$ cat src/rtl/switch_conditioner.sv
// Player switch conditioner: 2-flop sync, per-bit tick-based debounce, press/release pulses.
// Optional auto-repeat pulses are built when SWITCH_AUTOREPEAT_EN is defined.
module switch_conditioner #(
    parameter int NUM_PLAYERS    = 2,
    parameter int SW_WIDTH       = 8,
    parameter int DEBOUNCE_TICKS = 4,
    parameter int REPEAT_DELAY   = 30,
    parameter int REPEAT_RATE    = 6
) (
    input  logic                            clk,
    input  logic                            reset,
    input  logic                            tick,
    input  logic [NUM_PLAYERS*SW_WIDTH-1:0] switches_in,
    output logic [NUM_PLAYERS*SW_WIDTH-1:0] switches_out,
    output logic [NUM_PLAYERS*SW_WIDTH-1:0] pressed,
    output logic [NUM_PLAYERS*SW_WIDTH-1:0] released,
    output logic [NUM_PLAYERS*SW_WIDTH-1:0] repeat_out,
    output logic [NUM_PLAYERS-1:0]          any_pressed
);

    localparam int N   = NUM_PLAYERS * SW_WIDTH;
    localparam int DCW = $clog2(DEBOUNCE_TICKS + 1);
    localparam logic [DCW-1:0] DLAST = DCW'(DEBOUNCE_TICKS - 1);

    logic [N-1:0]           meta_r;
    logic [N-1:0]           sync_r;
    logic [N-1:0]           pressed_nxt_s;
    logic [NUM_PLAYERS-1:0] any_nxt_s;
    logic [NUM_PLAYERS-1:0] any_r;

    // Two-flop synchroniser, clocked every cycle independent of tick.
    always_ff @(posedge clk) begin
        if (reset) begin
            meta_r <= {N{1'b0}};
            sync_r <= {N{1'b0}};
        end else begin
            meta_r <= switches_in;
            sync_r <= meta_r;
        end
    end

    genvar i;
    generate
        for (i = 0; i < N; i++) begin : g_bit
            logic           stable_r;
            logic           stable_nxt_s;
            logic [DCW-1:0] dcnt_r;
            logic [DCW-1:0] dcnt_nxt_s;
            logic           accept_s;
            logic           pressed_r;
            logic           released_r;

            // Debounce: count consecutive disagreeing ticks, any agreeing tick restarts.
            always_comb begin
                stable_nxt_s = stable_r;
                dcnt_nxt_s   = dcnt_r;
                accept_s     = 1'b0;
                if (tick) begin
                    if (sync_r[i] == stable_r) begin
                        dcnt_nxt_s = {DCW{1'b0}};
                    end else if (dcnt_r == DLAST) begin
                        stable_nxt_s = sync_r[i];
                        dcnt_nxt_s   = {DCW{1'b0}};
                        accept_s     = 1'b1;
                    end else begin
                        dcnt_nxt_s = dcnt_r + DCW'(1'b1);
                    end
                end else begin
                    dcnt_nxt_s = dcnt_r;
                end
            end

            assign pressed_nxt_s[i] = accept_s & sync_r[i];

            // Debounce state and edge pulses, all updated on the accepting edge.
            always_ff @(posedge clk) begin
                if (reset) begin
                    stable_r   <= 1'b0;
                    dcnt_r     <= {DCW{1'b0}};
                    pressed_r  <= 1'b0;
                    released_r <= 1'b0;
                end else begin
                    stable_r   <= stable_nxt_s;
                    dcnt_r     <= dcnt_nxt_s;
                    pressed_r  <= accept_s & sync_r[i];
                    released_r <= accept_s & ~sync_r[i];
                end
            end

            assign switches_out[i] = stable_r;
            assign pressed[i]      = pressed_r;
            assign released[i]     = released_r;

`ifdef SWITCH_AUTOREPEAT_EN
            localparam int RMAX = (REPEAT_DELAY > REPEAT_RATE) ? REPEAT_DELAY : REPEAT_RATE;
            localparam int RCW  = $clog2(RMAX + 1);
            logic [RCW-1:0] rcnt_r;
            logic [RCW-1:0] rcnt_nxt_s;
            logic           repeat_nxt_s;
            logic           repeat_r;

            // Repeat countdown; the accepting tick (press or release) overrides the countdown.
            always_comb begin
                rcnt_nxt_s   = rcnt_r;
                repeat_nxt_s = 1'b0;
                if (accept_s && sync_r[i]) begin
                    rcnt_nxt_s = RCW'(REPEAT_DELAY - 1);
                end else if (accept_s || !stable_r) begin
                    rcnt_nxt_s = {RCW{1'b0}};
                end else if (tick) begin
                    if (rcnt_r == {RCW{1'b0}}) begin
                        repeat_nxt_s = 1'b1;
                        rcnt_nxt_s   = RCW'(REPEAT_RATE - 1);
                    end else begin
                        rcnt_nxt_s = rcnt_r - RCW'(1'b1);
                    end
                end else begin
                    rcnt_nxt_s = rcnt_r;
                end
            end

            // Repeat counter and pulse register.
            always_ff @(posedge clk) begin
                if (reset) begin
                    rcnt_r   <= {RCW{1'b0}};
                    repeat_r <= 1'b0;
                end else begin
                    rcnt_r   <= rcnt_nxt_s;
                    repeat_r <= repeat_nxt_s;
                end
            end

            assign repeat_out[i] = repeat_r;
`else
            assign repeat_out[i] = 1'b0;
`endif
        end
    endgenerate

    // Per-player OR of the press pulses about to be registered.
    always_comb begin
        any_nxt_s = {NUM_PLAYERS{1'b0}};
        for (int p = 0; p < NUM_PLAYERS; p++) begin
            any_nxt_s[p] = |pressed_nxt_s[p*SW_WIDTH +: SW_WIDTH];
        end
    end

    // Registered so any_pressed lines up with pressed.
    always_ff @(posedge clk) begin
        if (reset) begin
            any_r <= {NUM_PLAYERS{1'b0}};
        end else begin
            any_r <= any_nxt_s;
        end
    end

    assign any_pressed = any_r;

endmodule

$ cat config.mk
export PLATFORM = sky130hd
export DESIGN_NAME = switch_conditioner
export DESIGN_NICKNAME = d
export VERILOG_FILES = /design/src/rtl/switch_conditioner.sv
export SDC_FILE = /design/constraint.sdc
export NUM_CORES = 1
export LEC_CHECK = 0
export ABC_AREA = 0
export CAP_MARGIN = 10
export CORE_UTILIZATION = 40
export DETAILED_ROUTE_END_ITERATION = 8
export GPL_TIMING_DRIVEN = 0
export PLACE_DENSITY = 0.66
export SYNTH_ARGS = -nofsm -noshare
export SYNTH_HDL_FRONTEND = slang
export SYNTH_SLANG_ARGS = --single-unit
$ cat constraint.sdc
create_clock -name clk -period 1.77 [get_ports clk]
set_input_delay 0.354 -clock clk [delete_from_list [all_inputs] [get_ports clk]]
set_output_delay 0.354 -clock clk [all_outputs]
set_load 0.01 [all_outputs]
# [Word level (Yosys, flattened, before mapping)]
# Cells that the tools add are included.
[totals] reg_bits=130 out_inout_bits=66
[op_classes] eq_ne=32 reduce_logical=18 addsub=16 bitwise_logic=64 n_mux=80
[op_table] op="$mux W3" count=32
[op_table] op="$add A3 B1 Y3 const B" count=16
[op_table] op="$eq A3 B2 Y1 const B" count=16
[op_table] op="$mux W1" count=48
[op_table] op="$reduce_and A3 Y1" count=16
[op_table] op="$and A1 B1 Y1" count=32
[op_table] op="$not A1 Y1" count=32
[op_table] op="$eq A1 B1 Y1" count=16
[op_table] op="$reduce_or A8 Y1" count=2

# [Depth between registers and ports, before layout]
# Gate-level depths: netlist (run 1).
[logic_depth] ltp_word=6 mapped_depth=6 mapped_depth_nobuf=5

# [Worst setup path before layout (run 1)]
# OpenSTA, ideal clock, no wires.
[synth_timing] path_kind="register to register" startpoint="register g_bit[10].dcnt_r[0]" endpoint="register any_r[1], in the netlist any_pressed[1]" n_path_buf=0 period_less_slack_ps=1281 path_stages_with_launch=6 arrival_time_ps=1143 required_ps=1632 setup_slack_ps=489 cell_sequence="dfxtp_1 -> ha_1 -> nor2b_4 -> and3b_1 -> o31ai_1 -> a41oi_1"
[synth_between] elab_chain_cells=6
[synth_rtl] element="start, declared" line_no="47" text="logic [DCW-1:0] dcnt_r;"
[synth_rtl] element="start signal, assigned" line_no="79" text="dcnt_r <= {DCW{1'b0}};"
[synth_rtl] element="start signal, assigned" line_no="84" text="dcnt_r <= dcnt_nxt_s;"
[synth_rtl] element="$eq A3 B2 Y1" line_no="61" text="end else if (dcnt_r == DLAST) begin"
[synth_rtl] element="$mux W1" line_no="61"
[synth_rtl] element="$mux W1" line_no="59" text="if (sync_r[i] == stable_r) begin"
[synth_rtl] element="$mux W1" line_no="58" text="if (tick) begin"
[synth_rtl] element="$and A1 B1 Y1" line_no="73" text="assign pressed_nxt_s[i] = accept_s & sync_r[i];"
[synth_rtl] element="$reduce_or A8 Y1" line_no="144" text="any_nxt_s[p] = |pressed_nxt_s[p*SW_WIDTH +: SW_WIDTH];"
[synth_rtl] element="end signal, assigned" line_no="151" text="any_r <= {NUM_PLAYERS{1'b0}};"
[synth_rtl] element="end signal, assigned" line_no="153" text="any_r <= any_nxt_s;"
[synth_rtl] element="end, declared" line_no="29" text="logic [NUM_PLAYERS-1:0] any_r;"
# Every way passes these cells.
# A chain may end at the register's enable or synchronous reset.

# [Worst setup path in the final report (run 1)]
[layout_timing] startpoint="register g_bit[3].pressed_r" endpoint="output pressed[3]"
[layout_lines] element="start, declared" line_no="50" text="logic pressed_r;"
[layout_lines] element="start signal, assigned" line_no="85" text="pressed_r <= accept_s & sync_r[i];"
[layout_lines] element="end, declared" line_no="15" text="output logic [NUM_PLAYERS*SW_WIDTH-1:0] pressed,"
# No word-level cell between the ends.

==> metrics.cfg, run 1 <==
[status]
status = completed

[sta]
fin_crit_ns = 1.70
max_slew.worst_pin.slew_ns = 0.750
skew_ns = 0.00611
finalCritPeriodShare_pct = 96.3
setup_viol = 0
slew_viol_final = 0
rsz0062_at_grt = no
clock.fmax_ghz = 0.587
fin_setup_tns_ns = 0
slew_headroom_pct = 50.0
hold_viol_final = 0
holdWs_ns = 0.343

[min_path]
hp-class = in2reg

[clock_network]
clk_latency_ns = 0.41
cts.sinks = 130
clk_pin_slew_ns = 0.05
htreeDepth = 4
cts_tree = done
clockRootBuffer = clkbuf_16
numCtsBuffers = 17
clock_path_buffers = 2

[setup_path]
crit_required_ns = 1.42
crit_type = reg2out
cp_max_fo = 1
crit_path_end_kind = output pin
start_kind = flip-flop
cp.arrival_ns = 1.35

[floorplan]
rows = 43
die_y_um = 121
pin_count = 85
start_util_pct = 40.8
die_width_um = 121
core_area_um2 = 13800
dieArea_um2 = 14600

[yosys]
synth_top_flop_cell = dfxtp_1
ys_ff_latch = 130
synth_warnings = 0
synth_top_area_share_pct = 46.1
async_flop_share_pct = 0
synth_most_common_cell = dfxtp_1
synth.largest_area_cell = dfxtp_1
ys_seq_area_share_pct = 46.1
synth_cells = 571
synth_common_cells = dfxtp_1, buf_4, nor2b_1
ys_top_cells_by_area = dfxtp_1, buf_4, nor2b_1, nand2b_1, ha_1
ys_types = 39
synth_edf_count = 0
avgSynthCellArea_um2 = 9.89
synth_area_um2 = 5650

[grt]
grt_max_degree = 17
grt_usage_pct = 18.2
antenna_found_initial = 0
grt_first_pass_wirelength_mm = 19.8
grt_remaining_overflow = 0
grt_pass1_vias = 4026

[cells_and_area]
final.fill_count = 1218
num_antenna_cells = 0
area_delta_synth_final_pct = 28.0
drive_above_1_share_pct = 21.5
final_cells = 864
final_area_um2 = 7230
fin_nets = 706

[place]
dp_hpwl_mm = 8.83
io_buffers = 66
place_area_um2 = 6590
placed_cells = 832
gp_congestion = 0.803

[drt]
drc = 0
ant_nets = 0
drt-total-wl_mm = 12.8
routedWlPerCell_um = 14.9
drtIter0Drc = 261
viasPerCell = 4.78
via_count = 4133
drtPass1Iterations = 6

[power_and_ir_drop]
ir_drop_uv = 580
p_total_w = 0.00684
power_leakage_nw = 3.06
powerDensity_nw_per_um2 = 945

[run]
cap_violations = 0

==> placed cells by master, fill, tap and decap left out, types with 2 or more instances in the layout <==
master / count
dfxtp_1: 114
buf_4: 69
clkdlybuf4s50_1: 50
nor2b_1: 48
nand2b_1: 43
a21oi_1: 38
nand2_1: 30
nand3_1: 24
nor3_1: 21
nor2_1: 20
and3b_1: 17
clkbuf_16: 17
xnor2_1: 16
ha_1: 16
conb_1: 16
o21ai_0: 14
nand3b_1: 13
nor4b_2: 12
clkbuf_1: 12
mux2i_1: 11
dfxtp_2: 9
dlymetal6s2s_1: 8
buf_2: 7
dfxtp_4: 7
dlygate4sd2_1: 7
clkinv_2: 6
buf_6: 5
o22ai_1: 5
nor4bb_4: 3
bufinv_16: 3
nand4b_1: 2
nor4bb_1: 2
clkinvlp_4: 2
clkbuf_8: 2
==> final timing paths <==
path | start | end | slack, ns | cells past startpoint
hold reg to reg | meta_r[14]$_SDFF_PP0_ | sync_r[14]$_SDFF_PP0_ | 0.43 | 1
setup reg to reg | g_bit[11].dcnt_r[0]$_SDFFE_PP0P_ | any_pressed[1]$_SDFF_PP0_ | 0.27 | 5
setup / recovery | g_bit[3].pressed_r$_SDFF_PP0_ | pressed[3] | 0.07 | 2
hold / removal | reset | g_bit[10].released_r$_SDFF_PP0_ | 0.34 | 3
==> cell type report <==
cell class / instances / area, um^2 / share of cell area [%]
Inverter: 1 / 3.75 / 0.0519
Buffer: 90 / 639 / 8.84
Clock inverter: 11 / 135 / 1.87
Clock buffer: 21 / 460 / 6.37
Multi-Input combinational cell: 365 / 2460 / 34.0
Sequential cell: 130 / 2640 / 36.5
Timing Repair Buffer: 66 / 669 / 9.26
Tap cell: 180 / 225 / 3.11
==> repair_timing <==
action | CTS | global route
setup buffers | 0 | 0
hold endpoints to repair | 0 | 0
hold buffers | 0 | 0
gates resized for setup | 31 | 8
setup endpoints to repair | 16 | 8
==> logic make-up (layout without fill, tap and decap cells) <==
logic type | Yosys count | after routing | synth area share (%)
other cells | 1 | 16 | 0.0664
compound gates | 63 | 63 | 5.94
mux | 11 | 11 | 1.95
buf+inv | 91 | 189 | 11.4
flops | 130 | 130 | 46.1
simple gates | 243 | 243 | 28.6
xor+xnor | 16 | 16 | 2.48
fa+ha+maj | 16 | 16 | 3.54
==> metrics by stage <==
step                util, %  setup slack [ns]
finish                 52.3            0.0660
global route           52.3           0.00964
CTS                    52.2          0.000595
detailed placement     47.7             0.292
global placement       47.7             0.292
floorplan                 -             0.489
==> sequential cells by signal, summed over array words and instances, names as in the netlist <==
| signal | count |
|---|---|
| g_bit.stable_r | 16 |
| g_bit.pressed_r | 16 |
| g_bit.released_r | 16 |
| any_pressed | 2 |
| sync_r | 16 |
| meta_r | 16 |
| g_bit.dcnt_r | 48 |
==> power breakdown <==
part | leakage [nW] | total, W | switching (W) | internal (W)
registers | 1.06 | 0.00299 | 0.0000309 | 0.00296
clock network | 0.292 | 0.00349 | 0.00122 | 0.00227
logic | 1.70 | 0.000350 | 0.000198 | 0.000152
total | 3.06 | 0.00684 | 0.00145 | 0.00538
==> per-layer routing <==
layer / track usage (%) / part of all wire [%] / routed length [um]
met1: 21.7 / 45 / 5720
met2: 31.0 / 50 / 6360
met3: 3.92 / 3.8 / 487
met4: 8.64 / 2.1 / 272
met5: 0 / 0 / 0
==> critical path, stage by stage (launching register included) <==
cell and delay, ns:
dfxtp_1 0.32, buf_4 0.10, clkdlybuf4s50_1 0.53
Power figures use the tool's default switching activity.
==> inputs of run 2 (changes only) <==
--- a/config.mk
+++ b/config.mk
@@ -14,3 +14,4 @@
 export SYNTH_ARGS = -nofsm -noshare
 export SYNTH_HDL_FRONTEND = slang
 export SYNTH_SLANG_ARGS = --single-unit
+export TNS_END_PERCENT = 5
==> metrics.cfg, run 2 (synthesis gave the netlist of run 1 again) <==
[status]
status = completed

[setup_path]
cp.arrival_ns = 1.35  ; about the same
cp-endpoint = pressed[10]
start_kind = flip-flop
crit_start = g_bit[10].pressed_r$_SDFF_PP0_
rr_worst_depth = 5  ; unchanged
reg2reg_to = any_pressed[1]$_SDFF_PP0_
cp_max_fo = 1  ; unchanged
r2r_start = g_bit[11].dcnt_r[0]$_SDFFE_PP0P_
crit_required_ns = 1.42  ; about the same
ff2ff_setup_slack_ns = 0.27  ; about the same
crit_path_end_kind = output pin
crit_type = reg2out

[sta]
skew_ns = 0.00638  ; +0.000280 ns
slew_viol_final = 0  ; unchanged
holdWs_ns = 0.341  ; -0.00160 ns
finalCritPeriodShare_pct = 96.2  ; -0.11 points
setup_viol = 0  ; unchanged
max_slew.worst_pin.slew_ns = 0.743  ; -0.00737 ns
fin_crit_ns = 1.70  ; -0.00197 ns
hold_viol_final = 0  ; unchanged
clock.fmax_ghz = 0.588  ; +0.12%
slew_headroom_pct = 50.5  ; +0.49 points
rsz0062_at_grt = no
fin_setup_tns_ns = 0  ; unchanged

[power_and_ir_drop]
switching_share_pct = 21.2  ; about the same
p_sw_w = 0.00145  ; about the same
internal_power_w = 0.00538  ; about the same
ir_drop_uv = 581  ; +0.15%
power_leakage_nw = 2.92  ; -4.5%
power_frac_seq_pct = 43.8  ; about the same
combPwrFrac_pct = 5.1  ; about the same
p_total_w = 0.00684  ; about the same
clkPwrFrac_pct = 51.1  ; about the same
powerDensity_nw_per_um2 = 951  ; +0.62%

[clock_network]
hold_buffers = 0  ; unchanged
clk_latency_ns = 0.41  ; about the same
htreeDepth = 4  ; unchanged
cts.sinks = 130  ; unchanged
clock_path_buffers = 2  ; unchanged
clockRootBuffer = clkbuf_16
numCtsBuffers = 17  ; unchanged
postCtsSetupBuffers = 0  ; unchanged
ctsResizeCount = 31  ; unchanged
clk_pin_slew_ns = 0.05  ; about the same
cts_tree = done

[cells_and_area]
area_delta_synth_final_pct = 27.3
utilization_pct = 52.0  ; -0.32 points
drive_above_1_share_pct = 23.5  ; +2.0 points
num_antenna_cells = 0  ; unchanged
fin_nets = 706  ; unchanged
most-common-layout-cells = dfxtp_1, buf_4, clkdlybuf4s50_1, nor2b_1, nand2b_1
final_common_cell = dfxtp_1
largest_reg_flops = 48  ; unchanged
final_area_um2 = 7190  ; -0.61%
top_register = g_bit.dcnt_r

[run]
cap_violations = 0  ; unchanged

[min_path]
hp-start = reset
hp-class = in2reg

[drt]
wl_met2_mm = 6.34  ; -0.22%
drt-total-wl_mm = 12.8  ; -0.12%
ant_nets = 0  ; unchanged
m1WireLength_mm = 5.73  ; +0.14%
viasPerCell = 4.78  ; -0.15%
drtIter0Drc = 257  ; -1.5%
via_count = 4127  ; -0.15%
drc = 0  ; unchanged
routedWlPerCell_um = 14.8  ; -0.12%
top_layer_used = met4
drtPass1Iterations = 5  ; -1
wl_met3_um = 477  ; -2.1%

[floorplan]
die_width_um = 121  ; unchanged
rows = 43  ; unchanged
start_util_pct = 40.8  ; unchanged
pin_count = 85  ; unchanged
dieArea_um2 = 14600  ; unchanged
die_y_um = 121  ; unchanged
core_area_um2 = 13800  ; unchanged

[place]
place_area_um2 = 6590  ; unchanged
gp_congestion = 0.803  ; unchanged
io_buffers = 66  ; unchanged
dp_hpwl_mm = 8.83  ; unchanged

[grt]
grt_first_pass_wirelength_mm = 19.8  ; about the same
grt_remaining_overflow = 0  ; unchanged
grt_usage_pct = 18.2  ; about the same
grt_max_degree = 17  ; unchanged
antenna_found_initial = 0  ; unchanged
grt_pass1_vias = 4012  ; -0.35%

run 2: how the worst min path moves through the flow:
stage / end / slack [ns] / cells after the start
3_3_place_gp: sync_r[8]$_SDFF_PP0_ / 0.42 / 1
2_1_floorplan: sync_r[0]$_SDFF_PP0_ / 0.41 / 1
5_1_grt: g_bit[10].released_r$_SDFF_PP0_ / 0.35 / 3
3_5_place_dp: sync_r[14]$_SDFF_PP0_ / 0.42 / 1
6_report: g_bit[10].released_r$_SDFF_PP0_ / 0.34 / 3
4_1_cts: g_bit[10].released_r$_SDFF_PP0_ / 0.33 / 3
run 2: per-layer routing:
| metal | up-vias | track usage, % |
|---|---|---|
| li1 | 2055 | - |
| met1 | 1964 | 21.7 |
| met2 | 88 | 30.9 |
| met3 | 20 | 3.92 |
| met4 | 0 | 8.64 |
| met5 | - | 0 |
run 2: cell type report:
cell class | instances | area, um^2
Buffer | 90 | 639
Tap cell | 180 | 225
Timing Repair Buffer | 66 | 626
Clock buffer | 21 | 460
Sequential cell | 130 | 2640
Clock inverter | 11 | 135
Multi-Input combinational cell | 365 | 2460
Inverter | 1 | 3.75
Fill cell | 1218 | 6640
run 2: power by group through the flow:
stage / Combinational, W / Clock (W) / Sequential (W)
2_1_floorplan: 0.000229 / 0 / 0.00306
3_5_place_dp: 0.000347 / 0 / 0.00306
4_1_cts: 0.000349 / 0.00355 / 0.00299
5_1_grt: 0.000375 / 0.00369 / 0.00300
3_3_place_gp: 0.000342 / 0 / 0.00306
6_report: 0.000350 / 0.00349 / 0.00299
run 2: stage by stage:
stage,worst slack [ns],instances
final,0.0680,864
after global routing,0.00964,864
after CTS,0.000595,864
after detailed placement,0.292,832
after global placement,0.292,832
after floorplan,0.489,586
run 2: critical path, cell delays in order, from the launching register on:
cell and delay (ns):
dfxtp_1 0.31, buf_4 0.10, clkdlybuf4s50_1 0.54
==> inputs of run 3 (changes only) <==
--- a/config.mk
+++ b/config.mk
@@ -5,12 +5,13 @@
 export SDC_FILE = /design/constraint.sdc
 export NUM_CORES = 1
 export LEC_CHECK = 0
-export ABC_AREA = 0
+export ABC_AREA = 1
 export CAP_MARGIN = 10
-export CORE_UTILIZATION = 40
+export CORE_UTILIZATION = 41
 export DETAILED_ROUTE_END_ITERATION = 8
 export GPL_TIMING_DRIVEN = 0
-export PLACE_DENSITY = 0.66
+export PLACE_DENSITY = 0.68
+export REMOVE_ABC_BUFFERS = 1
 export SYNTH_ARGS = -nofsm -noshare
 export SYNTH_HDL_FRONTEND = slang
 export SYNTH_SLANG_ARGS = --single-unit
==> metrics.cfg, run 3 <==
[status]
status = completed

[clock_network]
numCtsBuffers = 17  ; unchanged
postCtsSetupBuffers = 0  ; unchanged
htreeDepth = 4  ; unchanged
cts_tree = done
cts.sinks = 130  ; unchanged
clock_path_buffers = 2  ; unchanged
clk_latency_ns = 0.41  ; about the same
clk_pin_slew_ns = 0.06  ; about the same
clockRootBuffer = clkbuf_16

[drt]
via_count = 3855  ; -6.6%
routedWlPerCell_um = 11.0  ; -26%
drtIter0Drc = 156  ; -39%
viasPerCell = 4.49  ; -5.9%
ant_nets = 0  ; unchanged
drt-total-wl_mm = 9.41  ; -27%
drtPass1Iterations = 4  ; -1
drc = 0  ; unchanged

[yosys]
synth.largest_area_cell = dfxtp_1
avgSynthCellArea_um2 = 8.34  ; -16%
ys_seq_area_share_pct = 47.6  ; +1.5 points
synth_area_um2 = 5470  ; -3.2%
async_flop_share_pct = 0  ; unchanged
synth_cells = 656  ; +15%
synth_common_cells = dfxtp_1, nor2_1, nand2_1
synth_top_flop_cell = dfxtp_1
ys_ff_latch = 130  ; unchanged
ys_types = 26  ; -33%
synth_warnings = 0  ; unchanged
ys_top_cells_by_area = dfxtp_1, buf_4, nor2_1, nand2_1, inv_1
synth_top_area_share_pct = 47.6  ; +1.5 points
synth_edf_count = 0  ; unchanged
synth_most_common_cell = dfxtp_1

[setup_path]
crit_path_end_kind = output pin
worst_path_largest_cell_delay_ns = 0.56  ; +0.02 ns
r2r_start = g_bit[10].dcnt_r[0]$_SDFFE_PP0P_
cp_num_buf_inv = 1  ; -1
crit_required_ns = 1.42  ; about the same
cp.arrival_ns = 1.36  ; about the same
crit_start = g_bit[14].stable_r$_SDFFE_PP0P_
path_delay_family = buffers and inverters
path_cells = clkdlybuf4s50_1
start_kind = flip-flop
crit_type = reg2out
cp_max_fo = 4  ; +3
crit_slowest_cell = clkdlybuf4s50_1

[min_path]
hp-class = reg2reg
hp-start = meta_r[15]$_SDFF_PP0_

[floorplan]
pin_count = 85  ; unchanged
core_area_um2 = 12800  ; -7.2%
die_y_um = 117  ; -2.8%
dieArea_um2 = 13800  ; -5.4%
die_width_um = 117  ; -2.8%
rows = 41  ; -4.7%
start_util_pct = 42.6  ; +1.8 points

[power_and_ir_drop]
p_total_w = 0.00668  ; -2.2%
combPwrFrac_pct = 3.9  ; -1.2 points
power_leakage_nw = 2.57  ; -12%
internal_power_w = 0.00529  ; -1.7%
switching_share_pct = 20.8  ; -0.41 points
p_sw_w = 0.00139  ; -4.1%
power_frac_seq_pct = 44.9  ; +1.1 points
powerDensity_nw_per_um2 = 1040  ; +9.4%
ir_drop_uv = 616  ; +6.0%
clkPwrFrac_pct = 51.1  ; about the same

[cells_and_area]
most-common-layout-cells = dfxtp_1, nor2_1, nand2_1, inv_1, clkdlybuf4s50_1
final_cells = 858  ; -0.69%
largest_reg_flops = 48  ; unchanged
final.fill_count = 1178  ; -3.3%
num_antenna_cells = 0  ; unchanged
drive_above_1_share_pct = 10.3  ; -13 points
area_delta_synth_final_pct = 17.5
final_common_cell = dfxtp_1
top_register = g_bit.dcnt_r
seq_area_um2 = 2610  ; -1.3%
multiInputGateArea_um2 = 1960  ; -20%
fin_nets = 709  ; +0.42%
final_area_um2 = 6420  ; -11%

[sta]
fin_crit_ns = 1.71  ; +0.0120 ns
clock.fmax_ghz = 0.583  ; -0.70%
finalCritPeriodShare_pct = 96.8  ; +0.68 points
max_slew.worst_pin.slew_ns = 0.664  ; -0.0786 ns
rsz0062_at_grt = no
slew_viol_final = 0  ; unchanged
hold_viol_final = 0  ; unchanged
setup_viol = 0  ; unchanged
skew_ns = 0.00949  ; +0.00311 ns
slew_headroom_pct = 55.7  ; +5.2 points

[grt]
antenna_found_initial = 0  ; unchanged
use_met3_pct = 4.94  ; +1.0 points
grt_remaining_overflow = 0  ; unchanged
grt_max_degree = 62  ; +45
grtUsageMet1_pct = 16.0  ; -5.7 points
grt_pass1_vias = 3759  ; -6.3%
grt_first_pass_wirelength_mm = 16.2  ; -18%
use_met2_pct = 25.6  ; -5.2 points
grt-busiest-layer = met2
grt_usage_pct = 14.6  ; -3.6 points

[place]
place_area_um2 = 5830  ; -11%
placed_cells = 827  ; -0.60%
dp_hpwl_mm = 6.23  ; -29%
gp_congestion = 0.726  ; -9.5%
io_buffers = 68  ; +3.0%

[run]
cap_violations = 0  ; unchanged

[run 3: cell count changes after synthesis, sizes merged, moves of 13 or more]
cell,previous run,this run
nand2b,44,0
nor2,20,106
nor2b,49,0
nand3b,13,0
nand3,25,10
inv,1,86
and3b,17,0
nand4,0,16
nand2,30,94
[run 3: timing repair]
action                     in CTS  in global routing
setup endpoints to repair      66                 11
resized for setup               3                  8
hold buffers                    0                  0
[run 3: cells by family after synthesis]
| group | after synthesis | share of synthesized area (%) |
|---|---|---|
| buffers and inverters | 172 | 17.7 |
| adders and majority gates | 16 | 3.66 |
| DFF | 130 | 47.6 |
| and+or+nand+nor | 245 | 21.3 |
| AOI/OAI and AO/OA | 76 | 7.18 |
| other | 1 | 0.0686 |
| xor gates and xnor gates | 16 | 2.56 |
[run 3: layer usage]
layer,vias to the layer above,part of all wire [%]
met3,12,4.3
met1,1766,45
li1,1997,-
met2,80,49
met5,-,0
met4,0,1.4
[run 3: path summary, 6_finish.rpt]
kind / endpoint / slack (ns) / cells past startpoint
hold / removal: sync_r[15]$_SDFF_PP0_ / 0.40 / 2
setup / recovery: switches_out[14] / 0.06 / 1
setup reg to reg: any_pressed[1]$_SDFF_PP0_ / 0.40 / 7
hold reg to reg: sync_r[15]$_SDFF_PP0_ / 0.40 / 2
[run 3: per-stage QoR]
step	hold WS (ns)	utilization (%)	TNS (ns)	setup WS, ns
final	0.403	50.1	0	0.0560
after global routing	0.420	50.1	0	0.00403
after CTS	0.406	50.0	0	0.0239
after detailed placement	0.394	45.5	-53.10	-0.831
after global placement	0.390	45.1	-332.61	-3.85
after floorplan	0.388	-	0	0.626
[run 3: area by class of cell]
cell class              count  share of cell area, %
well taps                 172                   3.35
repair buffers             70                   11.4
clock inverters            12                   2.18
inverters                  86                   5.10
multi-input cells         369                   30.5
flip-flops and latches    130                   40.6
clock buffers              19                   6.90
[run 3: power groups by stage]
| stage | Clock (W) | Sequential (W) | Combinational, W |
|---|---|---|---|
| floorplan | 0 | 0.00306 | 0.000132 |
| global placement | 0 | 0.00306 | 0.000246 |
| detailed placement | 0 | 0.00306 | 0.000264 |
| CTS | 0.00350 | 0.00300 | 0.000266 |
| global route | 0.00363 | 0.00301 | 0.000297 |
| finish | 0.00342 | 0.00300 | 0.000262 |
